### src/rtl/tribus_if.sv
// Bus bundle between the four requesters and the tribus_arbiter master stage.
// master: arbiter side (drives grant and bus word); slave: requester/bus side.
interface tribus_if;
    logic [3:0] req;
    logic [3:0] wr;
    logic [6:0] addr0;
    logic [6:0] addr1;
    logic [6:0] addr2;
    logic [6:0] addr3;
    logic [7:0] wdata0;
    logic [7:0] wdata1;
    logic [7:0] wdata2;
    logic [7:0] wdata3;
    logic [3:0] gnt;
    logic       bus_en;
    logic [2:0] ENA;
    logic [6:0] addr;
    logic [7:0] writedata;
    logic       busy;

    modport master (
        input  req, wr, addr0, addr1, addr2, addr3,
        input  wdata0, wdata1, wdata2, wdata3,
        output gnt, bus_en, ENA, addr, writedata, busy
    );

    modport slave (
        output req, wr, addr0, addr1, addr2, addr3,
        output wdata0, wdata1, wdata2, wdata3,
        input  gnt, bus_en, ENA, addr, writedata, busy
    );
endinterface

### src/rtl/tribus_arbiter.sv
// Round-robin master stage for triBUS4 with a mandatory turnaround gap between owners.
// Optional macro ARB_TIMEOUT_EN: revoke an owner after MAX_TENURE grant cycles when others wait.
module tribus_arbiter #(
    parameter int TURNAROUND = 1,
    parameter int MAX_TENURE = 8
) (
    input  logic     clk,
    input  logic     rst_n,
    tribus_if.master bus
);
    typedef enum logic [1:0] {
        IDLE  = 2'd0,
        GRANT = 2'd1,
        TURN  = 2'd2
    } state_t;

    state_t     state_reg, state_next;
    logic [1:0] rr_reg, rr_next;
    logic [1:0] owner_reg, owner_next;
    logic [2:0] turn_cnt_reg, turn_cnt_next;
    logic [3:0] gnt_reg, gnt_next;
    logic       bus_en_reg, bus_en_next;
    logic [2:0] ena_reg, ena_next;
    logic [6:0] addr_reg, addr_next;
    logic [7:0] wdata_reg, wdata_next;
    logic       busy_reg, busy_next;

    logic [6:0] src_addr [4];
    logic [7:0] src_wdata [4];
    logic       hit;
    logic [1:0] pick;
    logic       expire;

    generate
        if (TURNAROUND < 1 || TURNAROUND > 7) begin : g_bad_turnaround
            $error("tribus_arbiter: TURNAROUND out of range 1..7");
        end
        if (MAX_TENURE < 2 || MAX_TENURE > 255) begin : g_bad_tenure
            $error("tribus_arbiter: MAX_TENURE out of range 2..255");
        end
    endgenerate

    assign src_addr[0]  = bus.addr0;
    assign src_addr[1]  = bus.addr1;
    assign src_addr[2]  = bus.addr2;
    assign src_addr[3]  = bus.addr3;
    assign src_wdata[0] = bus.wdata0;
    assign src_wdata[1] = bus.wdata1;
    assign src_wdata[2] = bus.wdata2;
    assign src_wdata[3] = bus.wdata3;

    // Scan from the farthest offset down so the source nearest the pointer wins.
    always_comb begin
        hit  = 1'b0;
        pick = rr_reg;
        for (int i = 3; i >= 0; i--) begin
            if (bus.req[rr_reg + 2'(i)]) begin
                hit  = 1'b1;
                pick = rr_reg + 2'(i);
            end
        end
    end

`ifdef ARB_TIMEOUT_EN
    logic [7:0] tenure_reg;
    logic [7:0] tenure_inc;

    // Counts grant cycles including the current one, saturating at MAX_TENURE.
    assign tenure_inc = (tenure_reg == 8'(MAX_TENURE)) ? tenure_reg : tenure_reg + 8'd1;
    assign expire     = (tenure_inc == 8'(MAX_TENURE)) && (|(bus.req & ~gnt_reg));

    always_ff @(posedge clk or negedge rst_n) begin
        if (!rst_n) begin
            tenure_reg <= '0;
        end else if (state_reg == GRANT) begin
            tenure_reg <= tenure_inc;
        end else begin
            tenure_reg <= '0;
        end
    end
`else
    assign expire = 1'b0;
`endif

    always_comb begin
        state_next    = state_reg;
        rr_next       = rr_reg;
        owner_next    = owner_reg;
        turn_cnt_next = turn_cnt_reg;
        gnt_next      = '0;
        bus_en_next   = 1'b0;
        ena_next      = '0;
        addr_next     = '0;
        wdata_next    = '0;
        case (state_reg)
            IDLE: begin
                if (hit) begin
                    state_next  = GRANT;
                    owner_next  = pick;
                    gnt_next    = 4'b0001 << pick;
                    bus_en_next = 1'b1;
                    ena_next    = {bus.wr[pick], pick};
                    addr_next   = src_addr[pick];
                    wdata_next  = src_wdata[pick];
                end
            end
            GRANT: begin
                if (!bus.req[owner_reg] || expire) begin
                    state_next    = TURN;
                    rr_next       = owner_reg + 2'd1;
                    turn_cnt_next = '0;
                end else begin
                    gnt_next    = gnt_reg;
                    bus_en_next = 1'b1;
                    ena_next    = {bus.wr[owner_reg], owner_reg};
                    addr_next   = src_addr[owner_reg];
                    wdata_next  = src_wdata[owner_reg];
                end
            end
            TURN: begin
                if (turn_cnt_reg == 3'(TURNAROUND - 1)) begin
                    state_next = IDLE;
                end else begin
                    turn_cnt_next = turn_cnt_reg + 3'd1;
                end
            end
            default: state_next = IDLE;
        endcase
        busy_next = (state_next != IDLE);
    end

    always_ff @(posedge clk or negedge rst_n) begin
        if (!rst_n) begin
            state_reg    <= IDLE;
            rr_reg       <= '0;
            owner_reg    <= '0;
            turn_cnt_reg <= '0;
            gnt_reg      <= '0;
            bus_en_reg   <= 1'b0;
            ena_reg      <= '0;
            addr_reg     <= '0;
            wdata_reg    <= '0;
            busy_reg     <= 1'b0;
        end else begin
            state_reg    <= state_next;
            rr_reg       <= rr_next;
            owner_reg    <= owner_next;
            turn_cnt_reg <= turn_cnt_next;
            gnt_reg      <= gnt_next;
            bus_en_reg   <= bus_en_next;
            ena_reg      <= ena_next;
            addr_reg     <= addr_next;
            wdata_reg    <= wdata_next;
            busy_reg     <= busy_next;
        end
    end

    assign bus.gnt       = gnt_reg;
    assign bus.bus_en    = bus_en_reg;
    assign bus.ENA       = ena_reg;
    assign bus.addr      = addr_reg;
    assign bus.writedata = wdata_reg;
    assign bus.busy      = busy_reg;
endmodule

### src/flat_wrapper.sv
// flat-port wrapper written by rule: the top's interface ports become plain ports
module tribus_arbiter_flat 
#(
    parameter int TURNAROUND = 1,
    parameter int MAX_TENURE = 8
)
  (clk, rst_n, bus_req, bus_wr, bus_addr0, bus_addr1, bus_addr2, bus_addr3, bus_wdata0, bus_wdata1, bus_wdata2, bus_wdata3, bus_gnt, bus_bus_en, bus_ENA, bus_addr, bus_writedata, bus_busy);
  tribus_if bus_i ();
  input  logic clk;
  input  logic rst_n;
  input wire logic [$bits(bus_i.req)-1:0] bus_req;
  input wire logic [$bits(bus_i.wr)-1:0] bus_wr;
  input wire logic [$bits(bus_i.addr0)-1:0] bus_addr0;
  input wire logic [$bits(bus_i.addr1)-1:0] bus_addr1;
  input wire logic [$bits(bus_i.addr2)-1:0] bus_addr2;
  input wire logic [$bits(bus_i.addr3)-1:0] bus_addr3;
  input wire logic [$bits(bus_i.wdata0)-1:0] bus_wdata0;
  input wire logic [$bits(bus_i.wdata1)-1:0] bus_wdata1;
  input wire logic [$bits(bus_i.wdata2)-1:0] bus_wdata2;
  input wire logic [$bits(bus_i.wdata3)-1:0] bus_wdata3;
  output wire logic [$bits(bus_i.gnt)-1:0] bus_gnt;
  output wire logic [$bits(bus_i.bus_en)-1:0] bus_bus_en;
  output wire logic [$bits(bus_i.ENA)-1:0] bus_ENA;
  output wire logic [$bits(bus_i.addr)-1:0] bus_addr;
  output wire logic [$bits(bus_i.writedata)-1:0] bus_writedata;
  output wire logic [$bits(bus_i.busy)-1:0] bus_busy;
  assign bus_i.req = bus_req;
  assign bus_i.wr = bus_wr;
  assign bus_i.addr0 = bus_addr0;
  assign bus_i.addr1 = bus_addr1;
  assign bus_i.addr2 = bus_addr2;
  assign bus_i.addr3 = bus_addr3;
  assign bus_i.wdata0 = bus_wdata0;
  assign bus_i.wdata1 = bus_wdata1;
  assign bus_i.wdata2 = bus_wdata2;
  assign bus_i.wdata3 = bus_wdata3;
  assign bus_gnt = bus_i.gnt;
  assign bus_bus_en = bus_i.bus_en;
  assign bus_ENA = bus_i.ENA;
  assign bus_addr = bus_i.addr;
  assign bus_writedata = bus_i.writedata;
  assign bus_busy = bus_i.busy;
  tribus_arbiter #(.TURNAROUND(TURNAROUND), .MAX_TENURE(MAX_TENURE)) u_core (.clk(clk), .rst_n(rst_n), .bus(bus_i));
endmodule
### config.mk
export PLATFORM = sky130hd
export DESIGN_NAME = tribus_arbiter_flat
export DESIGN_NICKNAME = d
export VERILOG_FILES = /design/src/rtl/tribus_if.sv /design/src/rtl/tribus_arbiter.sv /design/src/flat_wrapper.sv
export SDC_FILE = /design/constraint.sdc
export NUM_CORES = 1
export LEC_CHECK = 0
export BUFFER_PORTS_ARGS = -buffer_cell sky130_fd_sc_hd__buf_2
export CAP_MARGIN = 40
export CORE_MARGIN = 3
export CORE_UTILIZATION = 50
export CTS_BUF_LIST = sky130_fd_sc_hd__clkbuf_4 sky130_fd_sc_hd__clkbuf_8 sky130_fd_sc_hd__clkbuf_16
export CTS_CLUSTER_SIZE = 12
export DETAILED_ROUTE_END_ITERATION = 10
export PLACE_DENSITY = 0.82
export SYNTH_ARGS = -nofsm -noshare
export SYNTH_HDL_FRONTEND = slang
export SYNTH_SLANG_ARGS = --single-unit
### constraint.sdc
create_clock -name clk -period 2.7 [get_ports clk]
set_input_delay 0.54 -clock clk [delete_from_list [all_inputs] [get_ports clk]]
set_output_delay 0.54 -clock clk [all_outputs]
set_load 0.01 [all_outputs]
## Yosys cells after proc, flatten, opt, wreduce, memory -nomap -nowiden

Cells that the tools add are included.

| operators by class | value |
|---|---|
| multiplexer cells | 56 |
| multiply operators | 0 |
| shift-type cells | 1 |
| eq/ne operators | 4 |
| add/subtract/negate cells | 5 |
| divide/modulo/power cells | 0 |
| bitwise logic cells | 3 |
| order comparisons | 8 |
| reduce and logical (&&, ||, !) cells | 7 |

Operators by type and width:

| kind | count |
|---|---|
| $mux 8 | 6 |
| $mux 7 | 6 |
| $bmux 8 s2 | 2 |
| $bmux 7 s2 | 2 |
| $lt 2x3->1 const B | 6 |
| $pmux 8 s2 | 1 |
| $bmux 1 s2 | 7 |
| $mux 2 | 7 |
| $pmux 7 s2 | 1 |
| $mux 1 | 13 |
| $mux 3 | 4 |
| $pmux 3 s2 | 2 |
| $mux 4 | 2 |
| $pmux 4 s2 | 1 |
| $ge 3x3->1 const B | 2 |
| $not 2->3 | 2 |
| $pmux 2 s3 | 1 |
| $add 2x1->2 const B | 2 |
| $add 2x2->2 const B | 2 |
| $ne 2x2->1 const B | 2 |
| $reduce_and 2->1 | 2 |
| $reduce_bool 2->1 | 2 |
| $shl 1x2->4 const A | 1 |
| $add 3x1->3 const B | 1 |
| 7 further kinds | 7 |

| storage, ports and cells | value |
|---|---|
| memories | 0 |
| memory bits (writable) | 0 |
| bits in latches | 0 |
| memory bits (read-only) | 0 |
| input port bits | 70 |
| register bits | 33 |
| output and inout port bits | 24 |

## Logic depth before layout (Yosys ltp)

| depth | value |
|---|---|
| depth in word-level cells | 13 |
| depth in mapped cells | 8 |
| gate-level depth less buffers | 7 |

## Least setup slack after synthesis

OpenSTA, ideal clock, no wires.

| timing | value |
|---|---|
| path kind | input to register |
| from | input bus_req[3] |
| to | register u_core.ena_reg[2] (netlist: u_core.bus.ENA[2]) |
| arrival time | 1.696 ns |
| setup slack | 0.872 ns |
| stages | 7 |
| cells stage by stage | buf_6 > and3b_1 > o41ai_4 > nand2b_1 > buf_6 > buf_12 > o221ai_2 |

| between the ends | value |
|---|---|
| word-level cells in the longest chain between the ends | 10 |
| elaborated cells between the ends (all ways) | 23 |

RTL lines:

| what | line | text |
|---|---|---|
| from (decl) | flat_wrapper.sv:11 | `input wire logic [$bits(bus_i.req)-1:0] bus_req;` |
| $bmux 1 s2 | tribus_arbiter.sv:57 | `if (bus.req[rr_reg + 2'(i)]) begin` |
| $mux 1 (implied by the code) | tribus_arbiter.sv:57 |  |
| $mux 2 (4 in series) | tribus_arbiter.sv:57 |  |
| $bmux 1 s2 | tribus_arbiter.sv:102 | `ena_next = {bus.wr[pick], pick};` |
| $mux 1 (implied by the code) | tribus_arbiter.sv:102 |  |
| $mux 3 | tribus_arbiter.sv:97 | `if (hit) begin` |
| $pmux 3 s2 (*) | tribus_arbiter.sv:95 | `case (state_reg)` |
| net u_core.ena_next[2] | tribus_arbiter.sv:23 | `logic [2:0] ena_reg, ena_next;` |
| to (signal assigned) | tribus_arbiter.sv:151 | `ena_reg <= ena_next;` |
| to (decl) | tribus_arbiter.sv:23 |  |

Mark *: on every way through the listed nets, which the timed path passes. The rest lies on a longest branch. The select of a mux whose other input is x is not followed.
A chain may end at the register's enable or synchronous reset.

## Worst setup path after layout

| timing | value |
|---|---|
| from | register u_core.rr_reg[0] |
| to | register u_core.addr_reg[5] (netlist: u_core.bus.addr[5]) |

| between the ends | value |
|---|---|
| word-level cells in the longest chain between the ends | 13 |
| elaborated cells between the ends (all ways) | 25 |

RTL lines:

| what | line | text |
|---|---|---|
| from (decl) | tribus_arbiter.sv:18 | `logic [1:0] rr_reg, rr_next;` |
| from (signal assigned) | tribus_arbiter.sv:146 | `rr_reg <= rr_next;` |
| $add 2x2->2 | tribus_arbiter.sv:57, tribus_arbiter.sv:59 |  |
| $bmux 1 s2 | tribus_arbiter.sv:57 |  |
| $mux 1 (implied by the code) | tribus_arbiter.sv:57 |  |
| $mux 2 (4 in series) | tribus_arbiter.sv:57 |  |
| $not 2->3 (implied by the code) | tribus_arbiter.sv:103 | `addr_next = src_addr[pick];` |
| $bmux 7 s2 | tribus_arbiter.sv:103 |  |
| $mux 7 (implied by the code) (2 in series) | tribus_arbiter.sv:103 |  |
| $mux 7 (*) | tribus_arbiter.sv:97 |  |
| $pmux 7 s2 (*) | tribus_arbiter.sv:95 |  |
| net u_core.addr_next[5] | tribus_arbiter.sv:24 | `logic [6:0] addr_reg, addr_next;` |
| to (signal assigned) | tribus_arbiter.sv:152 | `addr_reg <= addr_next;` |
| to (decl) | tribus_arbiter.sv:24 |  |

Marks and branches as above.

==> flow_summary.ini <==
[outcome]
outcome = finished, final reports clean

[timing]
layout_setup_ws_ns = 0.7378
worst_clock_skew_ns = 0.005380
hold_viol = 0
hold_slack_ns = 0.3057
fin_tns_setup_ns = 0
fin_crit_sh = 0.7267
max_freq_mhz = 509.6
rsz0062_at_grt = false
setup_violations = 0
tightest_slew_ns = 0.8266
period_minus_slack_ns = 1.962
relSlewSlack = 0.4490
maxSlewViolCount = 0

[clock_tree]
ctsResizeCount = 0
holdBufCountCts = 0
htreeDepth = 2
clockRootBuffer = clkbuf_8
clkLatencyLatePin_ns = 0.28
clock_sinks = 33
cts_tree = done
clk_path_buf_depth = 2
post_cts_buffers = 0
clkTransAtPathRegs_ns = 0.06
cts_buffers = 5

[global_routing]
use_met3 = 0.05000
antenna_found_initial = 0
grt_pass1_vias = 1890
globalRoute.busiestLayer = met2
grt_use_met2 = 0.3553
grt_max_degree = 36
grt.overflow.total = 0
grt_use_met1 = 0.2589
grt_pass1_wl_mm = 8.694
grt_use_total = 0.2107

[critical_path]
start_kind = flip-flop
critPathLaunch = u_core.rr_reg[0]$_DFFE_PN0P_
critPathMaxFanout = 35
arrival_ns = 2.11
r2r-start = u_core.rr_reg[0]$_DFFE_PN0P_
worstSetupEndpointType = flip-flop
crit_required_ns = 2.84
critPathKind = flip-flop to flip-flop

[placed_design]
dpl.cell_count = 324
routabilityCongestion = 0.7846
dp_hpwl_mm = 4.226
dp_slack_ns = 0.4720
port_buffers = 93
placed_area_um2 = 2784

[logic_synthesis]
syn_avg_cell_area_um2 = 12.37
synth_nets = 260
yosysUniqueCellTypes = 38
synth.largest_area_cell = dfrtp_1
synthCells = 188
yosysSeqAreaShare = 0.3550
yosysWarnings = 0
synth_top_area_frac = 0.3550
synth-seq-cells = 33
mappedNetlistArea_um2 = 2326
synth_area_leaders = dfrtp_1 36%, mux4_2 16%, mux2i_1 15%

[route]
drt_wl_total_mm = 5.657
dr.pass1.iters = 4
vias = 1957
vias_per_cell = 5.895
drtAntennaViolNets = 0
first_iter_violations = 142
drc_errors = 0
avgRoutedWirePerCell_um = 17.04

[power_and_ir_drop]
p_per_area_nw_per_um2 = 1016
power_frac_seq = 0.275
ir_drop_mv = 0.8390
clock_power_share = 0.125
switching_share = 0.4143
p_leak_nw = 1.461
total_power_mw = 2.917
p_sw_mw = 1.209
combPwrFrac = 0.600
p_int_mw = 1.709

[floorplan]
std_cell_rows = 24
die_width_um = 74.21
dieArea_um2 = 5506
die_y_um = 74.21
start_util = 0.5269
io_pins = 94
core_area_um2 = 4414

[hold_path]
hp-class = input port to async pin

[cells_and_area]
fillCellCount = 364
largest_reg_flops = 8
fin_nets = 351
finalNonFillerCells = 332
finalInstanceArea_um2 = 2870
drive_gt1_frac = 0.5071
diodes = 0
fin_util = 0.6502
synthToLayoutAreaGrowth_pct = 23.40

[job]
max_cap_viol_count = 0
-- per-layer routing --
layer	share of wire	wire [µm]
met1	0.39	2206
met2	0.52	2943
met3	0.068	382
met4	0.022	125
met5	0	0
-- cell families after synthesis --
family,count (synthesis),share of synthesized area
muxes,51,0.3109
DFF,33,0.3550
and+or+nand+nor,49,0.1049
buffers and inverters,18,0.05970
adders and majority gates,2,0.01076
AOI/OAI and AO/OA,33,0.1512
xor gates and xnor gates,2,0.007532
-- power by group through the flow --
| stage | sequential, mW | clock, mW | combinational [mW] |
|---|---|---|---|
| detailed placement | 0.804 | 0 | 1.77 |
| floorplan | 0.865 | 0 | 1.30 |
| finish | 0.802 | 0.364 | 1.75 |
| CTS | 0.799 | 0.377 | 1.77 |
| global placement | 0.802 | 0 | 1.72 |
| global route | 0.819 | 0.399 | 1.90 |
-- synth_stat cells --
library cell and n:
mux2i_1 34, dfrtp_1 33, nand2_1 25, mux4_2 17, o221ai_2 9, o221ai_1 7, buf_6 6, buf_2 5
nor2_1 5, o21ai_0 5, inv_1 3, nand2b_1 3, nor2b_1 3, o31ai_1 3, a21o_1 2, and2b_1 2
and3b_1 2, ha_1 2, o41ai_4 2, or2_2 2, a21oi_1 1, a22o_1 1, a2bb2oi_1 1, and2_1 1
buf_12 1, buf_4 1, clkbuf_1 1, inv_2 1, nand2_2 1, nand3_1 1, nand3b_1 1, nor2_2 1
nor3_1 1, nor3b_2 1, o21ai_2 1, o22ai_1 1, xnor2_1 1, xor2_1 1
-- layout by cell type, fill, tap and decap left out, types with 5 or more instances in the layout --
master / instances
buf_2: 93
buf_4: 5
o221ai_1: 7
nand2_1: 25
o221ai_2: 9
clkbuf_8: 5
mux2i_1: 34
dfrtp_1: 33
o21ai_0: 5
nor2_1: 5
mux4_2: 17
-- worst paths after layout --
check	slack (ns)	cells after the start	to
min	0.31	1	u_core.bus.addr[4]$_DFF_PN0_
max	0.74	6	u_core.bus.addr[5]$_DFF_PN0_
min in group clk	0.50	2	u_core.bus.gnt[1]$_DFFE_PN0P_
max in group asynchronous	1.93	1	u_core.bus.writedata[0]$_DFF_PN0_
max reg2reg	0.74	6	u_core.bus.addr[5]$_DFF_PN0_
min reg2reg	0.50	2	u_core.bus.gnt[1]$_DFFE_PN0P_
-- worst max-delay path, cell delays in order (launching register included) --
cell      delay [ns]
dfrtp_1         0.41
and2b_1         0.28
nor2_1          0.09
o22ai_4         0.09
buf_4           0.49
mux2i_1         0.30
o221ai_2        0.13
-- cell type report --
type / count / area, µm² / area share
sequential: 33 / 825.8 / 0.2877
multi-input combinational: 137 / 1375 / 0.4791
inverter: 4 / 15.01 / 0.005231
tap: 52 / 65.06 / 0.02267
timing repair buffer: 98 / 503.0 / 0.1752
clock buffer: 6 / 76.32 / 0.02659
clock inverter: 2 / 10.01 / 0.003487
Power figures use the tool's default switching activity.
